[config.mk]
export PLATFORM = sky130hd
export DESIGN_NAME = serial_subtractor
export DESIGN_NICKNAME = d
export VERILOG_FILES = /design/src/rtl/serial_subtractor_pkg.sv /design/src/rtl/serial_subtractor_fs_cell.sv /design/src/rtl/serial_subtractor.sv
export SDC_FILE = /design/constraint.sdc
export NUM_CORES = 1
export LEC_CHECK = 0
export ABC_AREA = 1
export BUFFER_PORTS_ARGS = -buffer_cell sky130_fd_sc_hd__buf_2
export CORE_MARGIN = 5
export CORE_UTILIZATION = 30
export CTS_CLUSTER_DIAMETER = 200
export DETAILED_ROUTE_END_ITERATION = 10
export GPL_TIMING_DRIVEN = 0
export PLACE_DENSITY = 0.49
export SYNTH_ARGS = -nofsm -noshare
export SYNTH_HDL_FRONTEND = slang
export SYNTH_SLANG_ARGS = --single-unit
[constraint.sdc]
create_clock -name clk -period 3.22 [get_ports clk]
set_input_delay 0.644 -clock clk [delete_from_list [all_inputs] [get_ports clk]]
set_output_delay 0.644 -clock clk [all_outputs]
set_load 0.05 [all_outputs]
[src/rtl/serial_subtractor_pkg.sv]
// Shared types and defaults for the bit-serial subtractor.
package serial_subtractor_pkg;

  localparam int DEFAULT_WIDTH = 8;

  typedef enum logic [1:0] {
    IDLE  = 2'd0,
    SHIFT = 2'd1,
    DONE  = 2'd2
  } state_t;

endpackage

[src/rtl/serial_subtractor_fs_cell.sv]
// One-bit full subtractor: d = a - b - bin, bout set when a borrow is needed.
module fs_cell (
  input  logic a,
  input  logic b,
  input  logic bin,
  output logic d,
  output logic bout
);

  assign d    = a ^ b ^ bin;
  assign bout = (~a & b) | (~a & bin) | (b & bin);

endmodule

[src/rtl/serial_subtractor.sv]
// Bit-serial subtractor: diff = a - b - borrow_in, one bit per clock, LSB first.
// Handshake: start is sampled only in IDLE; done pulses for one cycle when diff/borrow_out update.
module serial_subtractor
  import serial_subtractor_pkg::*;
#(
  parameter int WIDTH = DEFAULT_WIDTH
) (
  input  logic             clk,
  input  logic             rst,
  input  logic             start,
  input  logic [WIDTH-1:0] a_in,
  input  logic [WIDTH-1:0] b_in,
  input  logic             borrow_in,
  output logic             busy,
  output logic             done,
  output logic [WIDTH-1:0] diff,
  output logic             borrow_out,
  output logic [1:0]       dbg_state
);

  localparam int CW = (WIDTH > 1) ? $clog2(WIDTH) : 1;
  localparam logic [CW-1:0] LAST = CW'(WIDTH - 1);

  state_t           state_q, state_d;
  logic [WIDTH-1:0] a_q, a_d;
  logic [WIDTH-1:0] b_q, b_d;
  // Holds only the upper WIDTH-1 partial-result bits; the lowest bit of a
  // full-width shift register would be shifted out before it is ever read.
  logic [WIDTH-2:0] d_q, d_d;
  logic [CW-1:0]    cnt_q, cnt_d;
  logic             brw_q, brw_d;
  logic [WIDTH-1:0] diff_q, diff_d;
  logic             bo_q, bo_d;

  logic             cell_d, cell_bo;
  logic [WIDTH-1:0] shifted;

  fs_cell u_cell (
    .a    (a_q[0]),
    .b    (b_q[0]),
    .bin  (brw_q),
    .d    (cell_d),
    .bout (cell_bo)
  );

  assign shifted = {cell_d, d_q};

  always_comb begin
    state_d = state_q;
    a_d     = a_q;
    b_d     = b_q;
    d_d     = d_q;
    cnt_d   = cnt_q;
    brw_d   = brw_q;
    diff_d  = diff_q;
    bo_d    = bo_q;
    case (state_q)
      IDLE: begin
        if (start) begin
          a_d     = a_in;
          b_d     = b_in;
          brw_d   = borrow_in;
          cnt_d   = '0;
          d_d     = '0;
          state_d = SHIFT;
        end
      end
      SHIFT: begin
        a_d   = a_q >> 1;
        b_d   = b_q >> 1;
        d_d   = shifted[WIDTH-1:1];
        brw_d = cell_bo;
        if (cnt_q == LAST) begin
          diff_d  = shifted;
          bo_d    = cell_bo;
          state_d = DONE;
        end else begin
          cnt_d = cnt_q + CW'(1);
        end
      end
      DONE:    state_d = IDLE;
      default: state_d = IDLE;
    endcase
  end

  always_ff @(posedge clk) begin
    if (rst) begin
      state_q <= IDLE;
      a_q     <= '0;
      b_q     <= '0;
      d_q     <= '0;
      cnt_q   <= '0;
      brw_q   <= 1'b0;
      diff_q  <= '0;
      bo_q    <= 1'b0;
    end else begin
      state_q <= state_d;
      a_q     <= a_d;
      b_q     <= b_d;
      d_q     <= d_d;
      cnt_q   <= cnt_d;
      brw_q   <= brw_d;
      diff_q  <= diff_d;
      bo_q    <= bo_d;
    end
  end

  assign busy       = (state_q == SHIFT);
  assign done       = (state_q == DONE);
  assign diff       = diff_q;
  assign borrow_out = bo_q;
  assign dbg_state  = state_q;

endmodule
==> summary.md, run 1 <==
| Metric | Value |
|---|---|
| Slew Viols, Final | 0 |
| Total track usage | 0.118 |
| Synth Cell Area | 1730 um2 |
| Met3 Resource Use GR | 0.0403 |
| Synthesized instance count | 261 |
| Fill count | 629 |
| Fin Setup TNS | 0 ps |
| Worst clock skew | 4.64 ps |
| Initial antenna violation count | 0 |
| I/O Pins | 33 |
| Crit share post-route | 0.660 |
| Outcome | finished, final reports clean |
| Synth cell types | 19 |
| DR vias | 1559 |
| Vias in the first global route | 1473 |
| Skew-Pair Late Insertion Delay | 290 ps |
| Hold Crit Class | register to register |
| Sequential area share after synthesis | 0.440 |
| Fmax | 470 MHz |
| Antenna Cells | 0 |
| Postcts setup bufs | 0 |
| Cts bufs inserted | 5 |
| Row count | 27 |
| Share of cells above drive strength 1 | 0.180 |
| Initial Util | 0.312 |
| Hold Fails Final Rpt | 0 |
| CP Launch Type | register |
| Worst Path Arrival | 1480 ps |
| Core Region | 5540 um2 |
| Final setup fails | 0 |
| Post-route setup slack | 1090 ps |
| Global-route wire length before repair | 6860 um |
| GR Layer Usage met2 | 0.179 |
| Leak | 1.05 nW |
| Vias per inst | 4.19 |
| Post-cts resize count | 0 |
| Gr busiest metal | met2 |
| Post-route ant nets | 0 |
| Syn nets | 284 |
| Root Driver | clkbuf_8 |
| Max VDD drop | 0.138 mV |
| DR DRC count | 0 |
| Die X | 85.9 um |
| Wire per inst | 11.1 um |
| Critical path data required time | 2580 ps |
| Worst-path clk slew | 70 ps |
| Area growth, synth to finish | 18.9% |
| Placer Congestion | 0.719 |
| #FFs+latches synth | 38 |
| Post-layout util | 0.371 |
| Nets@finish | 323 |
| Clk sinks | 38 |
| Die area | 7380 um2 |
| Deepest clock path buffer count | 2 |
| Drt pass-1 iters | 4 |
| H-tree depth | 2 |
| Worst-margin pin slew | 492 ps |
| GR Util met1 | 0.160 |
| Initial drt markers | 88 |
| Pre-CTS setup slack | 1390 ps |
| Final wirelength | 4140 um |
| Relative slew margins | 0.672 |
| CP Class | register to primary output |
| Largest net degree at the start of global routing | 11 |
| Endpoint kind of the worst setup timing path | primary output |
| PwrDens | 456 nW/um2 |
| CP max FO | 10 |
| Max Cap Violations | 0 |
| Synth Warn # | 0 |
| CTS tree | yes |
| Dpl hpwl | 2930 um |
| Grt ovf | 0 |
| RSZ-0062 raised after global routing | false |
| Syn_area_per_cell | 6.62 um2 |
| Final worst path period need | 2130 ps |
| Die Ht | 85.9 um |
| Hold_buf cts | 0 |
| Port-buffer cells | 32 |
==> where the power goes <==
group | switching (W) | internal, W | total [W]
Combinational | 0.0000808 | 0.0000497 | 0.000131
Sequential | 0.0000131 | 0.000492 | 0.000505
Clock | 0.000153 | 0.000149 | 0.000302
==> cells in the mapped netlist <==
cell,number,share of area
nand2_1,99,0.22
nor2_1,42,0.091
dfxtp_1,38,0.44
nand3_1,25,0.072
inv_1,20,0.043
a21oi_1,10,0.029
buf_2,5,0.014
buf_4,3,0.013
clkbuf_1,3,0.0065
inv_2,3,0.0065
ha_1,2,0.014
nand2_2,2,0.0072
nand4_1,2,0.0072
o21ai_0,2,0.0058
buf_6,1,0.0065
fa_1,1,0.012
nor2_2,1,0.0036
nor2_4,1,0.0065
o21ai_2,1,0.0051
==> registers in the layout (all words and copies together), names as in the netlist <==
signal and flops:
a_q 8, b_q 8, borrow_out 1, brw_q 1
cnt_q 3, d_q 7, dbg_state 2, diff 8
==> layout make-up <==
type	count	area [um2]	share of cell area
repair buffers	32	160	0.0780
flip-flops and latches	38	761	0.370
inverters	23	86.3	0.0420
multi-input cells	188	811	0.395
clock buffers	7	76.3	0.0371
plain buffers	12	70.1	0.0341
well taps	72	90.1	0.0438
==> stage by stage <==
stage / area [um2] / hold slack (ps) / total power [W] / instances
floorplan: 1730 / 438 / 0.000608 / 261
global placement: 1980 / 456 / 0.000648 / 365
detailed placement: 1980 / 458 / 0.000648 / 365
CTS: 2050 / 468 / 0.000951 / 372
global route: 2050 / 487 / 0.000998 / 372
finish: 2050 / 461 / 0.000937 / 372
==> worst max-delay path, cell delays in order, from the launching register on <==
cell	delay (ps)
dfxtp_1	460
inv_2	160
buf_2	220
nor2_1	90
buf_2	260
==> layout by cell type (no fill, tap or decap) <==
cell type	instances
dfxtp_1	38
inv_2	3
nand2_1	99
inv_1	20
nand3_1	25
o21ai_2	1
buf_6	1
nand4_1	2
nor2_2	1
nor2_1	42
nor2_4	1
a21oi_1	10
clkbuf_8	5
fa_1	1
buf_4	3
clkbuf_1	5
buf_2	37
o21ai_0	2
ha_1	2
nand2_2	2
==> worst paths after layout <==
path / slack, ps / cells past startpoint / start / to
max reg2reg: 1920 / 6 / cnt_q[0]$_SDFFE_PP0P_ / diff[1]$_SDFFE_PP0P_
max: 1090 / 4 / dbg_state[1]$_SDFFE_PP0P_ / done
min reg2reg: 460 / 2 / d_q[4]$_SDFFE_PP0P_ / diff[4]$_SDFFE_PP0P_
min: 460 / 2 / d_q[4]$_SDFFE_PP0P_ / diff[4]$_SDFFE_PP0P_
==> routing by layer <==
metal | wire, um | part of all wire | up-vias
met3 | 233 | 0.056 | 2
met2 | 1750 | 0.42 | 27
li1 | - | - | 875
met5 | 0 | 0 | -
met4 | 19 | 0.0046 | 0
met1 | 2140 | 0.52 | 655
==> cells by family after synthesis <==
kind of cell / Yosys count / synth area share
adder cells (fa/ha/maj): 3 / 0.0261
flip-flops: 38 / 0.440
AO/OA/AOI/OAI: 13 / 0.0398
AND/OR/NAND/NOR: 172 / 0.403
buffers and inverters: 35 / 0.0905
Note: power is estimated with default switching activity, not from simulation.
==> run 2: changes to the inputs <==
Settings changed: PLACE_DENSITY 0.49 to 0.5.
Clock period 3.22 ns to 1.9 ns, I/O delays scaled along.
==> summary.md, run 2 (synthesis results as in run 1) <==
| Metric | Value |
|---|---|
| PwrDens | 840 nW/um2 (+84%) |
| Post-route setup slack | 108 ps (-986 ps) |
| Critical path data required time | 1520 ps (-1060 ps) |
| Vias in the first global route | 1552 (+5.4%) |
| Final worst path period need | 1790 ps |
| Hold Crit Class | primary input to register |
| Worst clock skew | 4.31 ps (-0.329 ps) |
| Most common cell after layout, fill and taps aside | nand2_1 |
| Die area | 7380 um2 (unchanged) |
| Largest net degree at the start of global routing | 12 (+1) |
| Leak | 1.06 nW (+1.4%) |
| CP max FO | 10 (unchanged) |
| Crit share post-route | 0.943 |
| DR vias | 1588 (+1.9%) |
| Global-route wire length before repair | 7250 um (+5.7%) |
| Most frequent cells in the layout | nand2_1, nor2_1, dfxtp_1, buf_2, nand3_1 |
| Slew Viols, Final | 0 (unchanged) |
| Cts bufs inserted | 5 (unchanged) |
| Die X | 85.9 um (unchanged) |
| Port-buffer cells | 32 (unchanged) |
| Worst r2r path cells | 6 (unchanged) |
| Fmax | 558 MHz |
| CTS tree | yes |
| Wire per inst | 11.4 um (+2.3%) |
| Placed Instances | 365 (unchanged) |
| Hold slack final | 366 ps (-95.8 ps) |
| Vias per inst | 4.26 (+1.6%) |
| Row count | 27 (unchanged) |
| Core Region | 5540 um2 (unchanged) |
| Max Cap Violations | 0 (unchanged) |
| Deepest clock path buffer count | 2 (unchanged) |
| Relative slew margins | 0.683 (+0.0117) |
| CP Launch Type | register |
| Final wirelength | 4250 um (+2.6%) |
| Finished Layout Cells | 373 (+0.27%) |
| Die Ht | 85.9 um (unchanged) |
| Initial antenna violation count | 0 (unchanged) |
| Total track usage | 0.125 (+0.00653) |
| RSZ-0062 raised after global routing | false |
| Max VDD drop | 0.311 mV (+130%) |
| Hold Crit Depth | 2 (unchanged) |
| Worst-path clk slew | 70 ps (about the same) |
| Initial drt markers | 76 (-14%) |
| Final setup fails | 0 (unchanged) |
| Endpoint kind of the worst setup timing path | primary output |
| CP Class | register to primary output |
| H-tree depth | 2 (unchanged) |
| Hold Fails Final Rpt | 0 (unchanged) |
| Dpl hpwl | 2960 um (+0.95%) |
| Grt ovf | 0 (unchanged) |
| Clk sinks | 38 (unchanged) |
| DR DRC count | 0 (unchanged) |
| Root Driver | clkbuf_8 |
| Skew-Pair Late Insertion Delay | 290 ps (about the same) |
| Area growth, synth to finish | 21.0% |
| Post-route ant nets | 0 (unchanged) |
| Worst-margin pin slew | 475 ps (-17.5 ps) |
| Antenna Cells | 0 (unchanged) |
| I/O Pins | 33 (unchanged) |
| Share of cells above drive strength 1 | 0.189 (+0.00937) |
| Total power draw | 0.00176 W (+87%) |
| Postcts setup bufs | 0 (unchanged) |
| Placer Congestion | 0.746 (+3.8%) |
| Worst Path Arrival | 1410 ps (-70 ps) |
| Nets@finish | 323 (unchanged) |
| Fin Setup TNS | 0 ps (unchanged) |
| Initial Util | 0.312 (unchanged) |
| Outcome | finished, final reports clean |
| Drt pass-1 iters | 4 (unchanged) |
| Pre-CTS setup slack | 370 ps (-1020 ps) |
## run 2: area by class of cell
class / count / area [um2]
buffer: 12 / 70.1
clock buffer: 7 / 76.3
clock inverter: 1 / 30.0
fill: 622 / 3450
inverter: 23 / 86.3
multi-input combinational: 188 / 813
sequential: 38 / 762
tap: 72 / 90.1
timing repair buffer: 32 / 163
## run 2: timing repair
action,4_1_cts,5_1_grt
gates resized for setup,0,1
hold buffers,0,0
setup endpoints to repair,0,1
## run 2: worst paths after layout
check	from	to	slack [ps]
max	dbg_state[0]$_SDFFE_PP0P_	busy	110
min	rst	dbg_state[1]$_SDFFE_PP0P_	370
max reg2reg	cnt_q[1]$_SDFFE_PP0P_	diff[6]$_SDFFE_PP0P_	610
min reg2reg	d_q[0]$_SDFFE_PP0P_	d_q[0]$_SDFFE_PP0P_	470
## run 2: where the power goes
part	total, W	internal, W	switching, W
registers	0.000855	0.000833	0.0000223
clock network	0.000675	0.000393	0.000282
logic	0.000226	0.0000861	0.000140
## run 2: metal layers
metal	track usage	routed length, um
met1	0.168	2090
met3	0.0384	191
met4	0.0345	55
met2	0.192	1910
met5	0	0
## run 2: worst max-delay path, stage by stage (launching register included)
cell	delay, ps
dfxtp_1	470
inv_2	60
nor2_2	100
buf_2	220
clkbuf_4	270
## run 2: per-stage QoR
stage / utilization / cell area, um2
after global placement: 0.358 / 1980
after floorplan: - / 1730
after detailed placement: 0.358 / 1980
final: 0.377 / 2090
after global routing: 0.377 / 2090
after CTS: 0.377 / 2090
